==> src/rtl/tpu_drain_pkg.sv <==
// ============================================================================
// Module  : tpu_drain_pkg
// Brief   : Shared types, constants and the int8 clamp for the result drain.
// Revision: 1.0 - initial release
// ============================================================================
`default_nettype none

package tpu_drain_pkg;

    localparam int ACC_W      = 16;
    localparam int BYTES_FULL = 8;
    localparam int BYTES_SAT  = 4;
    localparam int ENTRY_W    = 4*ACC_W + 1;

    typedef enum logic [0:0] {
        IDLE = 1'b0,
        SEND = 1'b1
    } state_t;

    typedef struct packed {
        logic [ACC_W-1:0] c00;
        logic [ACC_W-1:0] c01;
        logic [ACC_W-1:0] c10;
        logic [ACC_W-1:0] c11;
        logic             mode;
    } entry_t;

    function automatic logic [7:0] sat8(input logic signed [ACC_W-1:0] x);
        logic signed [ACC_W-1:0] c_sat_max;
        logic signed [ACC_W-1:0] c_sat_min;
        c_sat_max = 127;
        c_sat_min = -128;
        if (x > c_sat_max) begin
            return 8'h7F;
        end else if (x < c_sat_min) begin
            return 8'h80;
        end else begin
            return x[7:0];
        end
    endfunction

endpackage

`default_nettype wire

==> src/rtl/result_fifo.sv <==
// ============================================================================
// Module  : result_fifo
// Brief   : Small synchronous FIFO exposing the head and the entry behind it.
// Revision: 1.0 - initial release
// ============================================================================
`default_nettype none

module result_fifo #(
    parameter int WIDTH = 65,
    parameter int DEPTH = 2,
    parameter int CNT_W = $clog2(DEPTH + 1)
) (
    input  logic             clk,
    input  logic             rst_n,
    input  logic             push,
    input  logic             pop,
    input  logic [WIDTH-1:0] din,
    output logic             full,
    output logic             empty,
    output logic [CNT_W-1:0] count,
    output logic [WIDTH-1:0] head,
    output logic [WIDTH-1:0] head_next
);

    localparam int PTR_W = $clog2(DEPTH);

    logic [WIDTH-1:0] r_mem [DEPTH];
    logic [PTR_W-1:0] r_wr_ptr;
    logic [PTR_W-1:0] r_rd_ptr;
    logic [CNT_W-1:0] r_count;
    logic             w_wr;
    logic             w_rd;

    assign full      = (r_count == CNT_W'(DEPTH));
    assign empty     = (r_count == '0);
    assign count     = r_count;
    assign head      = r_mem[r_rd_ptr];
    assign head_next = r_mem[r_rd_ptr + PTR_W'(1)];

    // A push into a full FIFO is legal when the head leaves on the same edge.
    assign w_rd = pop && !empty;
    assign w_wr = push && (!full || w_rd);

    always_ff @(posedge clk) begin
        if (!rst_n) begin
            r_wr_ptr <= '0;
            r_rd_ptr <= '0;
            r_count  <= '0;
        end else begin
            if (w_wr) r_wr_ptr <= r_wr_ptr + PTR_W'(1);
            if (w_rd) r_rd_ptr <= r_rd_ptr + PTR_W'(1);
            case ({w_wr, w_rd})
                2'b10:   r_count <= r_count + CNT_W'(1);
                2'b01:   r_count <= r_count - CNT_W'(1);
                default: r_count <= r_count;
            endcase
        end
    end

    always_ff @(posedge clk) begin
        if (w_wr) r_mem[r_wr_ptr] <= din;
    end

endmodule

`default_nettype wire

==> src/rtl/tpu_result_drain.sv <==
// ============================================================================
// Module  : tpu_result_drain
// Brief   : Buffers 2x2 matmul results and streams them out a byte per beat.
// Revision: 1.0 - initial release
// ============================================================================
`default_nettype none

module tpu_result_drain #(
    parameter int ACC_W = 16,
    parameter int DEPTH = 2
) (
    input  logic             clk,
    input  logic             rst_n,
    input  logic             capture,
    input  logic             sat_mode,
    input  logic [ACC_W-1:0] c00,
    input  logic [ACC_W-1:0] c01,
    input  logic [ACC_W-1:0] c10,
    input  logic [ACC_W-1:0] c11,
    output logic [7:0]       out_data,
    output logic             out_valid,
    input  logic             out_ready,
    output logic             busy,
    output logic             overflow,
    input  logic             clr_ovf
);

    import tpu_drain_pkg::*;

    localparam int CNT_W = $clog2(DEPTH + 1);

    state_t           r_state;
    state_t           w_state_nxt;
    logic [2:0]       r_idx;
    logic [2:0]       w_idx_nxt;
    logic [7:0]       r_out_data;
    logic [7:0]       w_out_data_nxt;
    logic             r_out_valid;
    logic             w_out_valid_nxt;
    logic             r_overflow;
    logic             w_overflow_nxt;

    entry_t           w_cap_entry;
    entry_t           w_head;
    entry_t           w_head_next;
    entry_t           w_next_entry;
    logic             w_full;
    logic             w_empty;
    logic [CNT_W-1:0] w_count;
    logic             w_hs;
    logic             w_last;
    logic             w_pop;
    logic             w_push;
    logic             w_more;

    function automatic logic [7:0] pick_byte(input entry_t e, input logic [2:0] idx);
        logic [1:0]       sel;
        logic [ACC_W-1:0] word;
        sel = e.mode ? idx[1:0] : idx[2:1];
        case (sel)
            2'd0:    word = e.c00;
            2'd1:    word = e.c01;
            2'd2:    word = e.c10;
            default: word = e.c11;
        endcase
        if (e.mode) begin
            return sat8(word);
        end else begin
            return idx[0] ? word[15:8] : word[7:0];
        end
    endfunction

    assign w_cap_entry = {c00, c01, c10, c11, sat_mode};

    assign w_hs   = r_out_valid && out_ready;
    assign w_last = w_head.mode ? (r_idx == 3'(BYTES_SAT - 1))
                                : (r_idx == 3'(BYTES_FULL - 1));
    assign w_pop  = (r_state == SEND) && w_hs && w_last;
    assign w_push = capture && (!w_full || w_pop);

    // After the pop, the new head is either the queued second entry or the
    // capture arriving on this very edge into an otherwise empty buffer.
    assign w_more       = (w_count > CNT_W'(1)) || w_push;
    assign w_next_entry = (w_count > CNT_W'(1)) ? w_head_next : w_cap_entry;

    result_fifo #(
        .WIDTH (ENTRY_W),
        .DEPTH (DEPTH),
        .CNT_W (CNT_W)
    ) u_fifo (
        .clk       (clk),
        .rst_n     (rst_n),
        .push      (w_push),
        .pop       (w_pop),
        .din       (w_cap_entry),
        .full      (w_full),
        .empty     (w_empty),
        .count     (w_count),
        .head      (w_head),
        .head_next (w_head_next)
    );

    always_comb begin
        w_state_nxt     = r_state;
        w_idx_nxt       = r_idx;
        w_out_data_nxt  = r_out_data;
        w_out_valid_nxt = r_out_valid;
        w_overflow_nxt  = r_overflow;

        if (capture && !w_push) begin
            w_overflow_nxt = 1'b1;
        end else if (clr_ovf) begin
            w_overflow_nxt = 1'b0;
        end

        case (r_state)
            IDLE: begin
                if (!w_empty) begin
                    w_state_nxt     = SEND;
                    w_idx_nxt       = 3'd0;
                    w_out_valid_nxt = 1'b1;
                    w_out_data_nxt  = pick_byte(w_head, 3'd0);
                end
            end
            SEND: begin
                if (w_hs) begin
                    if (w_last) begin
                        w_idx_nxt = 3'd0;
                        if (w_more) begin
                            w_out_data_nxt = pick_byte(w_next_entry, 3'd0);
                        end else begin
                            w_state_nxt     = IDLE;
                            w_out_valid_nxt = 1'b0;
                        end
                    end else begin
                        w_idx_nxt      = r_idx + 3'd1;
                        w_out_data_nxt = pick_byte(w_head, r_idx + 3'd1);
                    end
                end
            end
            default: begin
                w_state_nxt     = IDLE;
                w_out_valid_nxt = 1'b0;
            end
        endcase
    end

    always_ff @(posedge clk) begin
        if (!rst_n) begin
            r_state     <= IDLE;
            r_idx       <= 3'd0;
            r_out_data  <= 8'd0;
            r_out_valid <= 1'b0;
            r_overflow  <= 1'b0;
        end else begin
            r_state     <= w_state_nxt;
            r_idx       <= w_idx_nxt;
            r_out_data  <= w_out_data_nxt;
            r_out_valid <= w_out_valid_nxt;
            r_overflow  <= w_overflow_nxt;
        end
    end

    assign out_data  = r_out_data;
    assign out_valid = r_out_valid;
    assign overflow  = r_overflow;
    assign busy      = (w_count != '0) || r_out_valid;

endmodule

`default_nettype wire
==> config.mk <==
export PLATFORM = sky130hd
export DESIGN_NAME = tpu_result_drain
export DESIGN_NICKNAME = d
export VERILOG_FILES = /design/src/rtl/tpu_drain_pkg.sv /design/src/rtl/result_fifo.sv /design/src/rtl/tpu_result_drain.sv
export SDC_FILE = /design/constraint.sdc
export NUM_CORES = 1
export LEC_CHECK = 0
export BUFFER_PORTS_ARGS = -buffer_cell sky130_fd_sc_hd__buf_2
export CORE_AREA = 2 2 116 118
export CTS_BUF_LIST = sky130_fd_sc_hd__clkbuf_4 sky130_fd_sc_hd__clkbuf_8
export CTS_CLUSTER_SIZE = 28
export DETAILED_ROUTE_END_ITERATION = 16
export DIE_AREA = 0 0 118 120
export PLACE_DENSITY = 0.87
export RECOVER_POWER = 100
export SLEW_MARGIN = 15
export SYNTH_ARGS = -nofsm -noshare
export SYNTH_HDL_FRONTEND = slang
export SYNTH_SLANG_ARGS = --single-unit
==> constraint.sdc <==
create_clock -name clk -period 4.7 [get_ports clk]
set_input_delay 0.705 -clock clk [delete_from_list [all_inputs] [get_ports clk]]
set_output_delay 0.705 -clock clk [all_outputs]
set_load 0.01 [all_outputs]
==> results.ini <==
[outcome]
status = finished clean

[logic_synthesis]
ys_seq_area_share_pct = 61.3
synth_area_leaders = edfxtp_1 56%, mux2i_1 12%, dfxtp_1 5.4%
netlist.area_leader.share_pct = 55.8
synth_top_flop_cell = edfxtp_1
synth_area_leader_cell = edfxtp_1
synth_edf_count = 130
synthCells = 503
synth_area_sq_mm = 0.00699
async_flop_share_pct = 0
ys_ff_latch = 149
syn_avg_cell_area_sq_um = 13.9
synth_nets = 578
yosys_warnings = 0
synth_cell_types = 46

[floorplan]
start_util_pct = 53.9
die_x_microns = 118
fp.dieArea_sq_mm = 0.0142
num_rows = 42
coreArea_sq_mm = 0.0130
chipHeight_microns = 120
io-pin-count = 81

[clock_network]
clock-sinks = 149
cts.repair.resized = 0
insertion_delay_ns = 0.43
cts_root_buf = clkbuf_8
clk_pin_slew_ns = 0.08
postCtsSetupRepairBufs = 0
htree_levels = 4
cts_buffers = 17
cts_buffer_depth = 2
cts_tree = built
cts_hold_buf = 0

[critical_path]
critical-path-slowest-cell = mux2i_4
path_buf_inv = 1
criticalPathCategory = reg2reg
crit_arrival_ns = 4.49
cp_top_family = multiplexers
startpoint_type = register
endpoint_kind = register
crit_required_ns = 5.01
worstPathCellList = mux2i_4, mux2i_4, clkbuf_2, mux2i_1, mux2i_1, nor4_1, a21o_1, a211oi_1, o41ai_1
critPathMaxStageDelay_ns = 0.70
path_max_fanout = 22

[drt]
route.detailed.drc = 0
drtIter0Drc = 425
wl_microns = 14600
vias_per_cell = 5.82
dr.pass1.iters = 5
antenna_left = 0
vias = 4501
wl_per_cell_microns = 18.8

[timing]
fin_crit_ns = 4.17
relSlewSlack_pct = 31.6
setup_slack_ns = 0.527
tns_ns = 0
hold_viol_final = 0
worst_slew_pin_slew_ns = 1.03
post-route-period-util_pct = 88.8
setup_viol = 0
timing.fmax_ghz = 0.240
rsz0062_at_grt = no
drv_slew = 0
skew_ns = 0.0100

[grt]
grt_pass1_vias = 4503
use_met1_pct = 28.8
grt_overflow = 0
grt_util_met3_pct = 4.18
top_usage_layer = met2
antenna_found_initial = 0
track_usage_pct = 21.6
grt_start_max_net_pins = 46
grt_pass1_wl_microns = 23500
grt.met2_usage_pct = 35.7

[job]
drv_cap = 0

[power_and_ir_drop]
p_per_area_mw_per_mm2 = 376
p_leak_nw = 2.64
peakVddDrop_uv = 227

[placement]
portBuffers = 80
dp_hpwl_microns = 10500
pre_cts_slack_ns = 0.767
place.gp.congestion = 0.886

[finish]
drive_gt1_share_pct = 15.6
antennaDiodeCount = 0
layout.nets = 659
fill_cells = 1012
synthToLayoutAreaGrowth_pct = 12.8

[hold_path]
min_path_type = in2reg

==> stage by stage <==
step	total power, mW	cell area (sq um)	cells	util [%]	hold slack (ns)
CTS	3.00	7970	773	61.4	0.441
floorplan	1.86	7000	503	-	0.458
finish	2.97	7890	773	60.8	0.459
detailed placement	2.01	7560	741	58.3	0.485
global placement	1.99	7560	741	58.3	0.473
global route	3.09	7890	773	60.8	0.435
==> layer usage <==
metal | wire length, microns | part of all wire (%) | vias to the layer above
met5 | 0 | 0 | -
met4 | 241 | 1.7 | 0
met3 | 865 | 5.9 | 21
met2 | 7290 | 50 | 174
met1 | 6180 | 42 | 2175
li1 | - | - | 2131
==> cell usage after synthesis, types with 5 or more instances <==
master	instances
mux2i_1	85
mux2_2	13
dfxtp_1	19
a21oi_1	20
o21a_1	7
clkbuf_1	9
nor2b_1	6
nor4_1	7
nand2_1	22
o21ai_0	26
nand4_1	8
a211oi_1	15
and2_1	5
nor2_1	33
nand2b_1	5
inv_1	7
ha_1	5
mux4_2	11
nand3_1	7
edfxtp_1	130
buf_2	10
==> worst register-to-register path: cells and delay by family, from the launching register on <==
family	cells	cell delay [ns]
AND/OR/NAND/NOR	1	0.47
flip-flops	1	0.60
buffers and inverters	1	0.59
multiplexers	4	1.70
AO/OA/AOI/OAI	3	0.69
==> power by group <==
part | switching [mW] | total, mW | internal, mW | leakage (nW)
clock network | 0.458 | 1.00 | 0.544 | 0.202
logic | 0.226 | 0.370 | 0.143 | 1.06
registers | 0.0528 | 1.60 | 1.55 | 1.37
==> worst paths after layout <==
check                           startpoint             endpoint  slack [ns]  cells after the start
worst min-delay path                c10[4]  u_fifo.r_mem[0][21]        0.46                      1
worst max-delay path              register          out_data[2]        0.53                      9
worst min register to register    overflow             overflow        0.50                      2
worst max register to register    register          out_data[2]        0.53                      9
==> kinds of logic (layout without fill, tap and decap cells) <==
group	count (synthesis)	in the layout	synth area share [%]
DFF	149	149	61.3
muxes	113	113	18.8
and+or+nand+nor	103	103	7.14
AOI/OAI and AO/OA	97	97	9.05
buffers and inverters	32	126	2.33
adders and majority gates	5	5	0.894
xor gates and xnor gates	4	4	0.501
==> sequential cells by signal, summed over array words and instances (netlist names), named ones only <==
name             cells
u_fifo.r_mem       130
out_data             8
r_idx                3
u_fifo.count         2
out_valid            1
overflow             1
r_state              1
u_fifo.r_rd_ptr      1
u_fifo.r_wr_ptr      1
==> area by class of cell <==
class,count,area (sq um),share of cell area [%]
Inverter,7,26.3,0.333
Sequential cell,149,4290,54.3
Clock inverter,12,153,1.93
Clock buffer,20,256,3.25
Timing Repair Buffer,87,383,4.85
Multi-Input combinational cell,322,2560,32.5
Tap cell,176,220,2.79
==> cell usage in the layout (no fill, tap or decap), types with 4 or more instances in the layout <==
master and count:
a22o_1 4, a21oi_1 20, a21boi_0 4, o311a_1 4
a211oi_1 15, ha_1 5, mux4_2 11, o41ai_1 4
mux2_2 12, o21a_1 7, nand3_1 7, buf_2 20
nor2_1 31, clkbuf_8 17, edfxtp_1 130, nand2b_1 5
nand4_1 8, o21ai_0 27, dfxtp_1 18, nor2b_1 5
nor3_1 4, inv_1 7, clkbuf_1 60, mux2i_1 85
nand2_1 22, nor4_1 7
Note: power is estimated with default switching activity, not from simulation.
